`src/rtl/core_pkg.sv`:
```
// rtl/core_pkg.sv - shared widths, open-bus value and request decode for the 8088 core bus
package core_pkg;

    localparam int ADDR_W = 20;
    localparam int PORT_W = 16;
    localparam int DATA_W = 8;

    localparam logic [DATA_W-1:0] OPEN_BUS = 8'hFF;

    typedef enum logic [1:0] {
        REQ_MEM_RD,
        REQ_MEM_WR,
        REQ_IO_RD,
        REQ_IO_WR
    } req_kind_t;

    // Port write wins over port read, which wins over memory write.
    function automatic req_kind_t decode_req(input logic pw, input logic pr, input logic we);
        req_kind_t kind;
        if (pw) begin
            kind = REQ_IO_WR;
        end else if (pr) begin
            kind = REQ_IO_RD;
        end else if (we) begin
            kind = REQ_MEM_WR;
        end else begin
            kind = REQ_MEM_RD;
        end
        return kind;
    endfunction

endpackage

```
`src/rtl/core_bus.sv`:
```
// rtl/core_bus.sv - paces the 8088 core with ce and runs one memory or port transaction per step
module core_bus
    import core_pkg::*;
#(
    parameter int DIV     = 3,
    parameter int TIMEOUT = 255
) (
    input  logic              clock,
    input  logic              reset_n,
    output logic              ce,
    input  logic [ADDR_W-1:0] address,
    input  logic [DATA_W-1:0] core_out,
    input  logic              core_we,
    input  logic              core_pr,
    input  logic              core_pw,
    output logic [DATA_W-1:0] core_in,
    output logic [ADDR_W-1:0] mem_address,
    output logic [DATA_W-1:0] mem_wdata,
    output logic              mem_we,
    output logic              mem_req,
    input  logic [DATA_W-1:0] mem_rdata,
    input  logic              mem_ack,
    output logic [PORT_W-1:0] io_port,
    output logic [DATA_W-1:0] io_wdata,
    output logic              io_rd,
    output logic              io_wr,
    input  logic [DATA_W-1:0] io_rdata,
    input  logic              io_ack,
    output logic              bus_err
);

    typedef enum logic [2:0] {
        S_IDLE,
        S_MEM,
        S_IO,
        S_HOLD,
        S_STEP
    } state_t;

    localparam int STEP_W = $clog2(DIV + 2);
    localparam int TO_W   = $clog2(TIMEOUT + 2);
    localparam logic [STEP_W-1:0] STEP_LAST = STEP_W'((DIV > 1) ? (DIV - 1) : 0);
    localparam logic [STEP_W-1:0] STEP_MAX  = '1;
    localparam logic [TO_W-1:0]   TO_LAST   = TO_W'(TIMEOUT);
    // The shortest path IDLE-MEM-STEP already spans three clocks.
    localparam bit THROTTLE = (DIV > 3);

    state_t            state;
    state_t            state_next;
    req_kind_t         kind;
    req_kind_t         req_next;
    logic [STEP_W-1:0] step_cnt;
    logic [TO_W-1:0]   to_cnt;
    logic              ack_hit;
    logic              to_hit;
    logic              step_ok;

    assign ce = (state == S_STEP);

    always_comb begin
        state_next = state;
        req_next   = decode_req(core_pw, core_pr, core_we);
        ack_hit    = 1'b0;
        to_hit     = 1'b0;
        step_ok    = !THROTTLE || (step_cnt >= STEP_LAST);
        case (state)
            S_IDLE: begin
                state_next = ((req_next == REQ_IO_RD) || (req_next == REQ_IO_WR)) ? S_IO : S_MEM;
            end
            S_MEM, S_IO: begin
                // Only the ack of the bus that carries the request counts.
                ack_hit = (state == S_MEM) ? mem_ack : io_ack;
                to_hit  = !ack_hit && (to_cnt == TO_LAST);
                if (ack_hit || to_hit) begin
                    state_next = step_ok ? S_STEP : S_HOLD;
                end
            end
            S_HOLD: begin
                if (step_ok) begin
                    state_next = S_STEP;
                end
            end
            S_STEP: begin
                state_next = S_IDLE;
            end
            default: begin
                state_next = S_IDLE;
            end
        endcase
    end

    always_ff @(posedge clock) begin
        if (!reset_n) begin
            state       <= S_IDLE;
            kind        <= REQ_MEM_RD;
            step_cnt    <= '0;
            to_cnt      <= '0;
            core_in     <= OPEN_BUS;
            mem_address <= '0;
            mem_wdata   <= '0;
            io_port     <= '0;
            io_wdata    <= '0;
            mem_req     <= 1'b0;
            mem_we      <= 1'b0;
            io_rd       <= 1'b0;
            io_wr       <= 1'b0;
            bus_err     <= 1'b0;
        end else begin
            state   <= state_next;
            bus_err <= to_hit;

            // Counts clocks since the last STEP; saturates so long stalls cannot wrap.
            if (state == S_STEP) begin
                step_cnt <= STEP_W'(1);
            end else if (step_cnt != STEP_MAX) begin
                step_cnt <= step_cnt + 1'b1;
            end

            case (state)
                S_IDLE: begin
                    kind        <= req_next;
                    mem_address <= address;
                    io_port     <= address[PORT_W-1:0];
                    mem_wdata   <= core_out;
                    io_wdata    <= core_out;
                    to_cnt      <= '0;
                    mem_req     <= (req_next == REQ_MEM_RD) || (req_next == REQ_MEM_WR);
                    mem_we      <= (req_next == REQ_MEM_WR);
                    io_rd       <= (req_next == REQ_IO_RD);
                    io_wr       <= (req_next == REQ_IO_WR);
                end
                S_MEM, S_IO: begin
                    if (ack_hit || to_hit) begin
                        mem_req <= 1'b0;
                        mem_we  <= 1'b0;
                        io_rd   <= 1'b0;
                        io_wr   <= 1'b0;
                        if (to_hit) begin
                            core_in <= OPEN_BUS;
                        end else begin
                            case (kind)
                                REQ_MEM_RD: core_in <= mem_rdata;
                                REQ_MEM_WR: core_in <= core_out;
                                REQ_IO_RD:  core_in <= io_rdata;
                                default:    ;
                            endcase
                        end
                    end else begin
                        to_cnt <= to_cnt + 1'b1;
                    end
                end
                default: ;
            endcase
        end
    end

endmodule

```
`config.mk`:
```
export PLATFORM = sky130hd
export DESIGN_NAME = core_bus
export DESIGN_NICKNAME = d
export VERILOG_FILES = /design/src/rtl/core_pkg.sv /design/src/rtl/core_bus.sv
export SDC_FILE = /design/constraint.sdc
export NUM_CORES = 1
export LEC_CHECK = 0
export ABC_AREA = 1
export CAP_MARGIN = 20
export CORE_MARGIN = 5
export CORE_UTILIZATION = 25
export CTS_BUF_LIST = sky130_fd_sc_hd__clkbuf_4 sky130_fd_sc_hd__clkbuf_8 sky130_fd_sc_hd__clkbuf_16
export DETAILED_ROUTE_END_ITERATION = 6
export GPL_ROUTABILITY_DRIVEN = 0
export GPL_TIMING_DRIVEN = 0
export PLACE_DENSITY = 0.52
export REMOVE_ABC_BUFFERS = 1
export SETUP_SLACK_MARGIN = 0.4
export SYNTH_ARGS = -nofsm -noshare
export SYNTH_HDL_FRONTEND = slang
export SYNTH_SLANG_ARGS = --single-unit
```
`constraint.sdc`:
```
create_clock -name clock -period 2.3 [get_ports clock]
set_clock_uncertainty 0.2 [all_clocks]
set_input_delay 0.46 -clock clock [delete_from_list [all_inputs] [get_ports clock]]
set_output_delay 0.46 -clock clock [all_outputs]
set_load 0.05 [all_outputs]
```
# Yosys cells after proc, flatten, opt, wreduce, memory -nomap -nowiden
# Index checks and enable logic that the tools add are counted.
# totals
word_cells,59
output_inout_bits,66
in_bits,51
regBits,71
# op_classes
n_addsub,1
eq_ne,13
n_reduce_logical,15
n_mux,18
# ops
cell,n
case mux 8 bit (3 select lines),1
case mux 9 bit (2 select lines),1
adder 9 x 1 -> 9 bit (second input constant),1
== test 9 x 8 -> 1 bit (second input constant),1
two-way mux 9 bit,1
case mux 3 bit (3 select lines),1
two-way mux 8 bit,1
case mux 1 bit (2 select lines),4
== test 2 bit (second input constant),3
== test 3 x 2 -> 1 bit (second input constant),2
two-way mux 2 bit,3
inequality test 2 bit (second input constant),3
two-way mux 1 bit,5
== test 2 x 1 -> 1 bit (second input constant),2
logical NOT 2 bit,2
logical OR 1 bit,4
AND reduction 2 bit,2
nonzero test 4 bit,1
== test 3 x 1 -> 1 bit (second input constant),1
== test 3 bit (second input constant),1
logical NOT 3 bit,1
two-way mux 3 bit,1
AND reduction 3 bit,1
nonzero test 2 bit,1
3 further kinds,3

# Depth between registers and ports, before layout
# depth
word_depth,8
mapped_depth,10
ltp_nobuf,10

# Least setup slack after synthesis
# OpenSTA, ideal clock, no wires.
# synth_timing
path_type,flip-flop to output port
startpoint,register state[2]
endpoint,output port ce
slack_ns,0.174
path_buffers,0
path_stages_with_launch,3
arrival_time_ns,1.466
cell_sequence,dfxtp_1 > inv_1 > nor3_1
# synth_between
elab_chain_len,1
# synth_rtl
element,line,text
from (decl),core_bus.sv:48,state_t state;
from (signal assigned),core_bus.sv:109,state <= state_next;
== test 3 bit,n/a,
to (decl),core_bus.sv:10,"output logic ce,"
# Every way passes these cells.

==> results.sh <==
export IMPL_status="complete, no violations"
export IMPL_synth_async_reset_ratio=0
export IMPL_fmax_mhz=531.5
export IMPL_synthCells=374
export IMPL_start_util=0.2565
export IMPL_worstPathArrival_ps=1220
export IMPL_synth_top_cell_area_share=0.4159
export IMPL_rsz0062_at_grt="yes"
export IMPL_path_class="reg -> out"
export IMPL_crit_chain="dlygate4sd2_1"
export IMPL_fin_util=0.3817
export IMPL_fin_crit_ps=1882
export IMPL_critPathMaxStageDelay_ps=540
export IMPL_grt_start_max_net_pins=35
export IMPL_yosysSeqAreaShare=0.4159
export IMPL_grtUsageTotal=0.1205
export IMPL_cts_max_path_buffers=2
export IMPL_final_nets=524
export IMPL_drc_errors=0
export IMPL_clkTransAtPathRegs_ps=110
export IMPL_h_tree_depth=2
export IMPL_core_area_um2=10320
export IMPL_antenna_found_initial=0
export IMPL_synth_edff_count=0
export IMPL_ant_nets=0
export IMPL_row_count=37
export IMPL_setup_worst_path_end_class="output pin"
export IMPL_cp_required_ps=1640
export IMPL_first_iter_violations=156
export IMPL_power_frac_seq=0.344
export IMPL_synth_common_cells="nor2_1, nand2_1, dfxtp_1, nand3_1, o21ai_0"
export IMPL_syn_to_final_growth_pct=48.82
export IMPL_fillers=1104
export IMPL_routed_wl_mm=8.016
export IMPL_port_buffers=116
export IMPL_crit_buf_inv=1
export IMPL_power_density_nw_per_um2=866.9
export IMPL_overflow=0
export IMPL_cts_root_buf="clkbuf_8"
export IMPL_dr_pass1_iters=4
export IMPL_final_hold_violation_count=0
export IMPL_setup_viol=0
export IMPL_ys_types=24
export IMPL_yosys_top_cells_area="dfxtp_1, nor2_1, nand2_1"
export IMPL_fin_crit_sh=0.8181
export IMPL_p_clk_frac=0.162
export IMPL_cts_sinks=55
export IMPL_syn_area_um2=2648
export IMPL_min_path_type="reg -> reg"
export IMPL_drv_slew=0
export IMPL_grt_pass1_wl_mm=12.71
export IMPL_drive_above_1_share=0.1727
export IMPL_synth_largest_area_cell="dfxtp_1"
export IMPL_dp_cells=588
export IMPL_synth_main_ff_cell="dfxtp_1"
export IMPL_leakage_uw=0.001714
export IMPL_wire_per_inst_um=13.25
export IMPL_n_antenna_cell=0
export IMPL_max_slew_worst_pin_slew_ps=512.4
export IMPL_grt_pass1_vias=2459
export IMPL_yosysWarnings=0
export IMPL_die_h_um=112.9
export IMPL_pwr_share_comb=0.493
export IMPL_dieArea_um2=12750
export IMPL_synth_seq_cells=55
export IMPL_cp_max_fo=3
export IMPL_peakVddDrop_v=0.0003140
export IMPL_fp_dieW_um=112.9
export IMPL_post_dp_hpwl_mm=5.887
export IMPL_maxCapViolations=0
export IMPL_path_delay_family="buffers and inverters"
export IMPL_yosysMostFrequentCell="nor2_1"
export IMPL_vias=2669
export IMPL_cp_start_kind="flop"
export IMPL_cts_buffers_inserted=5
export IMPL_cp_slowest_cell="dlygate4sd2_1"
export IMPL_cts_tree="yes"
export IMPL_relSlewSlack=0.6598
export IMPL_layout_cells_non_filler=605
export IMPL_io_pins=117
export IMPL_intPower_uw=1777
export IMPL_avgViaCountPerCell=4.412
export IMPL_netSwitchingPower_uw=1639
export IMPL_swShare=0.4798
export IMPL_clock_latency_ps=310
export IMPL_avgSynthCellArea_um2=7.079
export IMPL_cts_hold_fix_buffers=0
## repair_timing
action / CTS / global route
resized for setup: 112 / 87
pin swaps: 5 / 6
setup endpoints to repair: 121 / 78
cloned: 2 / 0
buffers inserted: 6 / 1
## per-stage QoR
step	total power [µW]	setup TNS (ps)	hold slack [ps]	cell area, µm²	worst slack, ps
6_report	3416	0	281.4	3940	418.4
3_3_place_gp	2921	-27730	260.8	3724	-902.5
5_1_grt	3635	0	314.5	3940	351.7
4_1_cts	3466	0	288.4	3958	220.6
3_5_place_dp	2967	-1785	257.0	3779	-226.6
2_1_floorplan	2305	0	259.9	2392	174.3
## kinds of logic after synthesis
family                   share of synthesized area
flip-flops                                  0.4159
buffers and inverters                       0.1304
AO/OA/AOI/OAI                               0.1078
AND/OR/NAND/NOR                             0.3157
XOR/XNOR                                  0.006617
adder cells (fa/ha/maj)                    0.02363
## layout make-up
class,instances,area (µm²),area share
clock buffers,5,68.82,0.01747
clock inverters,3,23.77,0.006034
inverters,24,100.1,0.02540
multi-input cells,257,1341,0.3404
flip-flops and latches,55,1117,0.2836
well taps,136,170.2,0.04319
repair buffers,125,1119,0.2839
## routing by layer
layer / GRT usage / share of wire
met5: 0 / 0
met4: 0.02885 / 0.0030
met3: 0.02086 / 0.059
met2: 0.2172 / 0.51
met1: 0.1488 / 0.43
## placed cells by master, fill, tap and decap left out, drive strengths merged, types with 12 or more instances in the layout
| cell type | synthesis | routed |
|---|---|---|
| a21oi | 16 | 16 |
| clkbuf | 8 | 33 |
| clkdlybuf4s15 | 0 | 26 |
| clkdlybuf4s50 | 0 | 49 |
| dfxtp | 55 | 55 |
| dlygate4sd2 | 0 | 12 |
| inv | 24 | 25 |
| nand2 | 64 | 65 |
| nand3 | 46 | 47 |
| nor2 | 74 | 74 |
| o21ai | 38 | 38 |
## registers in the layout, indices dropped and copies added, names as in the netlist
register,count
mem_address,20
to_cnt,9
mem_we,1
mem_req,1
core_in,8
io_wdata,8
kind,2
state,3
io_rd,1
bus_err,1
io_wr,1
## power groups by stage
| stage | logic [µW] | clock network, µW | registers [µW] |
|---|---|---|---|
| final | 1680 | 555 | 1180 |
| after global routing | 1810 | 623 | 1200 |
| after detailed placement | 1760 | 0 | 1210 |
| after CTS | 1700 | 591 | 1180 |
| after floorplan | 442 | 0 | 1860 |
| after global placement | 1720 | 0 | 1200 |
## worst paths after layout
path / slack, ps / from / endpoint / depth (start not counted)
worst max register to register: 520 / to_cnt[5] / core_in[0] / 9
worst min-delay path: 280 / core_in[0] / core_in[0] / 2
worst max-delay path: 420 / mem_address[4] / io_port[4] / 1
worst min register to register: 280 / core_in[0] / core_in[0] / 2
Power figures use the tool's default switching activity.
